==> config.mk <==
export PLATFORM = sky130hd
export DESIGN_NAME = uart_bus_bridge
export DESIGN_NICKNAME = d
export VERILOG_FILES = /design/src/rtl/uart_bus_bridge.sv
export SDC_FILE = /design/constraint.sdc
export NUM_CORES = 1
export LEC_CHECK = 0
export CAP_MARGIN = 20
export CORE_ASPECT_RATIO = 2
export CORE_MARGIN = 1
export CORE_UTILIZATION = 45
export DETAILED_ROUTE_END_ITERATION = 10
export PLACE_DENSITY = 0.68
export SYNTH_ARGS = -nofsm -noshare
export SYNTH_HDL_FRONTEND = slang
export SYNTH_SLANG_ARGS = --single-unit
==> constraint.sdc <==
create_clock -name clk -period 4.6 [get_ports clk]
set_input_delay 0.69 -clock clk [delete_from_list [all_inputs] [get_ports clk]]
set_output_delay 0.69 -clock clk [all_outputs]
set_load 0.02 [all_outputs]
==> src/rtl/uart_bus_bridge.sv <==
// Turns UART command frames (W/R/H/G) into 32-bit mem_* bus cycles and queues response bytes for TX.
// Define BRIDGE_TIMEOUT_EN to abandon partial frames after TIMEOUT_CYCLES idle cycles.
module uart_bus_bridge #(
    parameter int ADDR_WIDTH = 32
`ifdef BRIDGE_TIMEOUT_EN
  , parameter int TIMEOUT_CYCLES = 480000
`endif
) (
    input  logic                  clk,
    input  logic                  reset,
    input  logic [7:0]            rx_data,
    input  logic                  rx_valid,
    output logic [7:0]            tx_data,
    output logic                  tx_valid,
    input  logic                  tx_ready,
    output logic [ADDR_WIDTH-1:0] mem_addr,
    output logic [31:0]           mem_wdata,
    output logic [3:0]            mem_wmask,
    output logic                  mem_rstrb,
    input  logic [31:0]           mem_rdata,
    input  logic                  mem_rbusy,
    input  logic                  mem_wbusy,
    output logic                  cpu_hold,
    output logic                  overrun
);

    typedef enum logic [3:0] {
        S_IDLE,
        S_ADDR,
        S_DATA,
        S_BUS_WR,
        S_WR_WAIT,
        S_BUS_RD,
        S_RD_WAIT,
        S_SEND,
        S_ACK
    } state_t;

    localparam logic [7:0] OP_W     = 8'h57;
    localparam logic [7:0] OP_R     = 8'h52;
    localparam logic [7:0] OP_H     = 8'h48;
    localparam logic [7:0] OP_G     = 8'h47;
    localparam logic [7:0] BYTE_ACK = 8'h06;
    localparam logic [7:0] BYTE_NAK = 8'h15;

    state_t                r_state, w_state;
    logic [1:0]            r_cnt, w_cnt;
    logic                  r_is_wr, w_is_wr;
    logic [31:0]           r_abuf, w_abuf;
    logic [31:0]           r_dbuf, w_dbuf;
    logic [7:0]            r_tx_data, w_tx_data;
    logic                  r_tx_valid, w_tx_valid;
    logic [ADDR_WIDTH-1:0] r_addr, w_addr;
    logic [31:0]           r_wdata, w_wdata;
    logic [3:0]            r_wmask, w_wmask;
    logic                  r_rstrb, w_rstrb;
    logic                  r_hold, w_hold;
    logic                  r_overrun, w_overrun;
    logic                  w_rx_busy;
    logic                  w_hs;
    logic                  w_tmo;
    logic [1:0]            w_cnt_inc;

    assign w_rx_busy = !(r_state == S_IDLE || r_state == S_ADDR || r_state == S_DATA);
    assign w_hs      = r_tx_valid && tx_ready;
    assign w_cnt_inc = r_cnt + 2'd1;

`ifdef BRIDGE_TIMEOUT_EN
    localparam int unsigned     TMO_W    = $clog2(TIMEOUT_CYCLES);
    localparam logic [TMO_W-1:0] TMO_LAST = TMO_W'(TIMEOUT_CYCLES - 1);

    logic [TMO_W-1:0] r_idle;

    // Counts idle cycles since the last byte while a frame is being collected.
    always_ff @(posedge clk) begin
        if (reset || rx_valid) begin
            r_idle <= '0;
        end else if ((r_state == S_ADDR || r_state == S_DATA) && r_idle != TMO_LAST) begin
            r_idle <= r_idle + 1'b1;
        end
    end

    assign w_tmo = (r_state == S_ADDR || r_state == S_DATA) && !rx_valid && (r_idle == TMO_LAST);
`else
    assign w_tmo = 1'b0;
`endif

    always_ff @(posedge clk) begin
        if (reset) begin
            r_state    <= S_IDLE;
            r_cnt      <= '0;
            r_is_wr    <= 1'b0;
            r_abuf     <= '0;
            r_dbuf     <= '0;
            r_tx_data  <= '0;
            r_tx_valid <= 1'b0;
            r_addr     <= '0;
            r_wdata    <= '0;
            r_wmask    <= '0;
            r_rstrb    <= 1'b0;
            r_hold     <= 1'b0;
            r_overrun  <= 1'b0;
        end else begin
            r_state    <= w_state;
            r_cnt      <= w_cnt;
            r_is_wr    <= w_is_wr;
            r_abuf     <= w_abuf;
            r_dbuf     <= w_dbuf;
            r_tx_data  <= w_tx_data;
            r_tx_valid <= w_tx_valid;
            r_addr     <= w_addr;
            r_wdata    <= w_wdata;
            r_wmask    <= w_wmask;
            r_rstrb    <= w_rstrb;
            r_hold     <= w_hold;
            r_overrun  <= w_overrun;
        end
    end

    always_comb begin
        w_state    = r_state;
        w_cnt      = r_cnt;
        w_is_wr    = r_is_wr;
        w_abuf     = r_abuf;
        w_dbuf     = r_dbuf;
        w_tx_data  = r_tx_data;
        w_tx_valid = r_tx_valid;
        w_addr     = r_addr;
        w_wdata    = r_wdata;
        w_wmask    = '0;
        w_rstrb    = 1'b0;
        w_hold     = r_hold;
        w_overrun  = r_overrun | (rx_valid & w_rx_busy);

        case (r_state)
            S_IDLE: begin
                if (rx_valid) begin
                    w_cnt = '0;
                    case (rx_data)
                        OP_W, OP_R: begin
                            w_is_wr = (rx_data == OP_W);
                            w_state = S_ADDR;
                        end
                        OP_H: begin
                            w_hold     = 1'b1;
                            w_tx_data  = BYTE_ACK;
                            w_tx_valid = 1'b1;
                            w_state    = S_ACK;
                        end
                        OP_G: begin
                            w_hold     = 1'b0;
                            w_tx_data  = BYTE_ACK;
                            w_tx_valid = 1'b1;
                            w_state    = S_ACK;
                        end
                        default: begin
                            w_tx_data  = BYTE_NAK;
                            w_tx_valid = 1'b1;
                            w_state    = S_ACK;
                        end
                    endcase
                end
            end
            S_ADDR: begin
                if (rx_valid) begin
                    w_abuf[{r_cnt, 3'b000} +: 8] = rx_data;
                    w_cnt = w_cnt_inc;
                    if (r_cnt == 2'd3) begin
                        if (r_is_wr) begin
                            w_state = S_DATA;
                        end else begin
                            // Strobe launches straight from the last address byte for 3-cycle latency.
                            w_addr  = ADDR_WIDTH'({w_abuf[31:2], 2'b00});
                            w_rstrb = 1'b1;
                            w_state = S_BUS_RD;
                        end
                    end
                end
            end
            S_DATA: begin
                if (rx_valid) begin
                    w_dbuf[{r_cnt, 3'b000} +: 8] = rx_data;
                    w_cnt = w_cnt_inc;
                    if (r_cnt == 2'd3) begin
                        w_addr  = ADDR_WIDTH'({r_abuf[31:2], 2'b00});
                        w_wdata = w_dbuf;
                        w_wmask = '1;
                        w_state = S_BUS_WR;
                    end
                end
            end
            S_BUS_WR: w_state = S_WR_WAIT;
            S_WR_WAIT: begin
                if (!mem_wbusy) begin
                    w_tx_data  = BYTE_ACK;
                    w_tx_valid = 1'b1;
                    w_state    = S_ACK;
                end
            end
            S_BUS_RD: w_state = S_RD_WAIT;
            S_RD_WAIT: begin
                if (!mem_rbusy) begin
                    w_dbuf     = mem_rdata;
                    w_tx_data  = mem_rdata[7:0];
                    w_tx_valid = 1'b1;
                    w_cnt      = '0;
                    w_state    = S_SEND;
                end
            end
            S_SEND: begin
                if (w_hs) begin
                    if (r_cnt == 2'd3) begin
                        w_tx_valid = 1'b0;
                        w_cnt      = '0;
                        w_state    = S_IDLE;
                    end else begin
                        w_tx_data = r_dbuf[{w_cnt_inc, 3'b000} +: 8];
                        w_cnt     = w_cnt_inc;
                    end
                end
            end
            S_ACK: begin
                if (w_hs) begin
                    w_tx_valid = 1'b0;
                    w_state    = S_IDLE;
                end
            end
            default: w_state = S_IDLE;
        endcase

        if (w_tmo) begin
            w_cnt   = '0;
            w_state = S_IDLE;
        end
    end

    assign tx_data   = r_tx_data;
    assign tx_valid  = r_tx_valid;
    assign mem_addr  = r_addr;
    assign mem_wdata = r_wdata;
    assign mem_wmask = r_wmask;
    assign mem_rstrb = r_rstrb;
    assign cpu_hold  = r_hold;
    assign overrun   = r_overrun;

endmodule

# Word-level counts from Yosys, hierarchy flattened
# Cells that the tools add are included.
# word_totals
register_bits	151
elab_cells	125
in_bits	46
output_inout_bits	80
# op_classes
n_shift	3
reduce_logical	26
mux	48
add_sub_neg	2
eq_ne	27
n_bitwise	6
# op_table
op	n
$mux W32	7
$pmux W32 S2	2
$bwmux W32	2
$mux W4	12
$mux W8	5
$pmux W4 S9	1
$eq A8 B7 Y1 const B	4
$pmux W8 S4	1
$shift A8 B7 Y32 const A	1
$shiftx A32 B6 Y8	1
$shiftx A8 B7 Y32	1
$ne A2 B2 Y1 const B	11
$eq A4 B3 Y1 const B	4
$pmux W8 S2	1
$reduce_and A3 Y1	4
$mux W2	5
$reduce_and A10 Y1	1
$eq A4 B2 Y1 const B	2
$mux W1	8
$pmux W2 S4	1
$reduce_and A8 Y1	1
$reduce_bool A4 Y1	2
$neg A5 Y7	1
$reduce_and A7 Y1	1
23 further kinds	33

# Logic depth before layout (Yosys ltp)
# depth
depth_word	7
depth_mapped	11
mapped_depth_nobuf	7

# Worst setup path before layout
# OpenSTA, ideal clock, no wires.
# synth_path
path_type	register -> register
start	register r_cnt[0]
end	register r_addr[14], in the netlist mem_addr[14]
path_buffers	4
required_ns	4.519
period_less_slack_ns	2.475
slack_ns	2.125
path_stages_with_launch	10
setup_time_ns	0.081
t_arrival_ns	2.394
cell_sequence	dfxtp_1 -> buf_2 -> inv_1 -> ha_1 -> buf_4 -> and4b_1 -> clkbuf_1 -> clkbuf_1 -> a32oi_1 -> a211oi_2
# synth_between
elab_chain_cells	7
elab_cells_between_ends	12
classes_between	1 x add/sub; 3 x eq/ne; 2 x shift; 5 x mux; 1 x reduce/logical
# synth_rtl
item	line	rtl
start, declared	47	logic [1:0] r_cnt, w_cnt;
start signal, assigned	105	r_cnt <= w_cnt;
$neg A5 Y7	166	w_abuf[{r_cnt, 3'b000} +: 8] = rx_data;
$shiftx A8 B7 Y32 / $shift A8 B7 Y32 (equally long branches)	166	
$bwmux W32	166	
$mux W32	169	if (r_is_wr) begin
$mux W32	168	if (r_cnt == 2'd3) begin
$mux W32	165	if (rx_valid) begin
$pmux W32 S2	135	case (r_state)
end signal, assigned	111	r_addr <= w_addr;
end, declared	53	logic [ADDR_WIDTH-1:0] r_addr, w_addr;
# Several ways; a longest one is shown, not always the timed one. The select of a mux whose other input is x is not followed.
# A chain may end at the register's enable or synchronous reset.

# Worst setup path after layout
# layout_path
start	register r_cnt[0]
end	register r_dbuf[10]
# layout_between
elab_chain_cells	5
elab_cells_between_ends	6
classes_between	1 x add/sub; 2 x shift; 3 x mux
# layout_rtl
item	line	rtl
$neg A5 Y7 *	182	w_dbuf[{r_cnt, 3'b000} +: 8] = rx_data;
$shiftx A8 B7 Y32 / $shift A8 B7 Y32 (equally long branches)	182	
$bwmux W32 *	182	
$mux W32 *	181	if (rx_valid) begin
$pmux W32 S2 *	135	
end signal, assigned	108	r_dbuf <= w_dbuf;
end, declared	50	logic [31:0] r_dbuf, w_dbuf;
# Every way passes the cells marked *; elsewhere a longest branch is shown, timed or not. The select of a mux whose other input is x is not followed.

==> summary.md <==
| Metric | Value |
|---|---|
| Slew Limit Headroom | `between 20% and 30%` |
| Synth Instances | `between 700 and 800` |
| Vias in the first global route | `about 6500` |
| Initial Utilization | `approximately 46%` |
| Clk slew on worst S/H paths | `~0.060 ns` |
| Top FF cell, synth | `dfxtp_1` |
| Yosys warnings | `0` |
| Drt total wl | `23100 um` |
| Max incr delay on CP | `between 0.9 and 1 ns` |
| Setup TNS | `0 ns` |
| GPL Wtd Cong | `0.922` |
| Reg-to-reg startpoint | `r_cnt[0]` |
| R2r setup slk | `between 1 and 1.5 ns` |
| Yosys cell types | `between 50 and 60` |
| Post-synth EDFFs | `0` |
| DRC violations left | `0` |
| Worst Path Required | `around 4.9 ns` |
| Clock buffer depth | `2` |
| Pwr per Cell Area | `between 300 and 400 nW/um^2` |
| Max VDD drop | `about 0.28 mV` |
| Number of max-slew violations in the final report | `0` |
| Root Driver | `clkbuf_16` |
| Top post-synthesis cells by area | `dfxtp_1, a32oi_1, nor2_1` |
| Crit path max-delay family | `simple AND/OR/NAND/NOR gates` |
| Syn_area_per_cell | `slightly below 9 um^2` |
| Max Cap Viol | `0` |
| Buf/Inv on CP | `1` |
| # IOs | `~130` |
| Worst-margin pin slew | `roughly 1.1 ns` |
| Vias/cell | `just over 6` |
| Resized cells post-CTS | `0` |
| Crit-path slowest cell | `dfxtp_1` |
| Internal power | `approximately 2.3 mW` |
| Core area | `15300 um^2` |
| Dpl hpwl | `15500 um` |
| Crit share post-route | `76.9%` |
| Cts bufs inserted | `17` |
| Skew final | `0.00865 ns` |
| DR WL met3 | `1060 um` |
| Largest net degree at the start of global routing | `97` |
| Crit path DAT | `around 3.9 ns` |
| Combinational Power Share | `approximately 12%` |
| Synth top area share | `approximately two fifths` |
| All-Layer GR Usage | `about 28%` |
| Unrepaired setup endpoints after global routing | `no` |
| CTS hold repair buffers | `0` |
| Clk_lat worst skew | `approximately 0.42 ns` |
| Wire per inst | `around 21 um` |
| Mapped cell area | `approximately 7000 um^2` |
| Top Metal Used | `met4` |
| DRT iter0 DRCs | `roughly 580` |
| Seq/Total Area, Yosys | `slightly above 40%` |
| Antenna violations before repair | `0` |
| Sink Count | `~140` |
| Register share of total power | `between 40% and 50%` |
| DRT antenna net count | `0` |
| Top cell type by total area after synthesis | `dfxtp_1` |
| Die X | `between 90 and 100 um` |
| Worst setup SP type | `flop` |
| Asr flop ratio synth | `0%` |
| Pre-Repair DR Iteration Count | `5` |
| Die Span Y | `about 180 um` |
| Fin Hold WS | `roughly 0.46 ns` |
| Final hold viol count | `0` |
| Max Fclk | `~0.28 GHz` |
| Htree depth | `4` |
| #FFs+latches synth | `between 100 and 150` |
| PortBufs | `between 100 and 150` |
| Leakage | `2.84 nW` |
| Crit Path Max Fanout | `24` |
| Layout cell share with drive strength beyond 1 | `11.6%` |
| Fin nets | `920` |
| Core Rows | `64` |
| Vias | `6684` |
| Hold Path Sink | `r_dbuf[2]` |
| WHS Path Cells | `2` |
| Total setup buffers inserted after CTS | `0` |
| Pwr Total | `about 3.1 mW` |
| Hold Path Class | `reg -> reg` |
| CP Capture Type | `flop` |
| Min-delay src | `r_dbuf[2]` |
| R2R Path End | `r_dbuf[10]` |
| Sw Pwr | `0.838 mW` |
| Grt total ovfl | `0` |
| Clk pwr share | `46.6%` |
| Met2 routed WL | `12100 um` |
| Crit Path Category | `reg -> reg` |
| CTS tree | `built` |
| Ant diodes | `0` |
| Die Footprint | `between 15000 and 20000 um^2` |
| Setup Viol. Count Final | `0` |
| Area growth syn-to-layout | `26.1%` |
| Fraction of power spent switching nets | `approximately a quarter` |
| Status | `finished, final reports clean` |
| CP cell instances | `inv_1, ha_1, and4b_1, a21oi_1, nor2_1, a211oi_1, nor3_1` |
| FF-to-FF path depth | `7` |
| Post-route minimum period | `3.54 ns` |
| Met1 wire length | `8580 um` |
| First-pass GRT wire length | `around 35000 um` |
==> state kept, by name, indices dropped and copies added, names as in the netlist <==
name,cells
cpu_hold,1
mem_addr,30
mem_rstrb,1
mem_wdata,32
mem_wmask,1
overrun,1
r_abuf,30
r_cnt,2
r_dbuf,32
r_is_wr,1
r_state,4
tx_data,8
tx_valid,1
==> how the worst max path moves through the flow <==
stage / from / endpoint / cells after the start
after CTS: r_cnt[0] / r_dbuf[12] / 7
after global routing: r_cnt[0] / r_dbuf[10] / 7
after detailed placement: r_cnt[0] / r_dbuf[10] / 7
final: r_cnt[0] / r_dbuf[10] / 7
after global placement: r_cnt[0] / r_dbuf[10] / 7
after floorplan: r_cnt[0] / mem_addr[14] / 9
==> metal layers <==
metal  global-route usage, %  vias to the layer above
li1                        -                     3085
met1                    30.1                     3251
met2                    50.9                      284
met3                    3.94                       64
met4                    19.4                        0
met5                       0                        -
==> cells in the final DEF (no fill, tap or decap), types with 15 or more instances in the layout <==
master	count
a21oi_1	57
a211oi_1	54
dfxtp_1	144
a32oi_1	60
clkbuf_16	17
nand2_1	46
nor2b_1	31
a211oi_2	30
clkdlybuf4s50_1	122
buf_4	15
nor3_1	21
nor2_1	138
==> stage by stage <==
| stage | instances | cell area [um^2] | worst slack [ns] | utilization, % |
|---|---|---|---|---|
| 3_5_place_dp | 1046 | 8230 | 1.15 | 53.8 |
| 3_3_place_gp | 1046 | 8230 | 1.25 | 53.8 |
| 4_1_cts | 1078 | 8850 | 1.12 | 57.9 |
| 2_1_floorplan | 797 | 7040 | 2.13 | - |
| 5_1_grt | 1079 | 8880 | 0.745 | 58.0 |
| 6_report | 1079 | 8880 | 1.06 | 58.0 |
==> final cells by class <==
class                           instances  area (um^2)
Clock inverter                         14          180
Fill cell                            1396         6420
Clock buffer                           18          439
Tap cell                              198          248
Inverter                               14         52.6
Timing Repair Buffer                  138         1360
Sequential cell                       144         2880
Multi-Input combinational cell        553         3710
==> worst min-delay path, delay by kind of cell (launching register included) <==
family / cells / cell delay (ns)
flops: 1 / 0.31
compound gates: 1 / 0.05
simple gates: 1 / 0.05
==> power by group through the flow <==
stage / Clock (mW) / Combinational (mW) / Sequential, mW
detailed placement: 0 / 0.355 / 1.34
finish: 1.47 / 0.364 / 1.32
CTS: 1.48 / 0.356 / 1.32
floorplan: 0 / 0.197 / 1.35
global placement: 0 / 0.353 / 1.34
global route: 1.52 / 0.387 / 1.32
==> synthesized netlist by cell type (all sizes together), types with 8 or more instances <==
master,n
buf,33
a21oi,57
a32oi,60
nand2,47
nor3,21
a22oi,13
o21ai,8
a221o,8
mux4,8
nor2,140
a211oi,84
dfxtp,144
nand3,8
clkbuf,53
nor2b,31
inv,13
==> kinds of logic after synthesis <==
| group | count (synthesis) | share of synthesized area [%] |
|---|---|---|
| AO/OA/AOI/OAI | 251 | 28.2 |
| multiplexers | 16 | 3.75 |
| flip-flops | 144 | 40.9 |
| adder cells (fa/ha/maj) | 6 | 1.07 |
| AND/OR/NAND/NOR | 276 | 18.9 |
| XOR/XNOR | 2 | 0.249 |
| other | 1 | 0.0533 |
| buffers and inverters | 100 | 6.88 |
(Power assumes the default switching activity.)
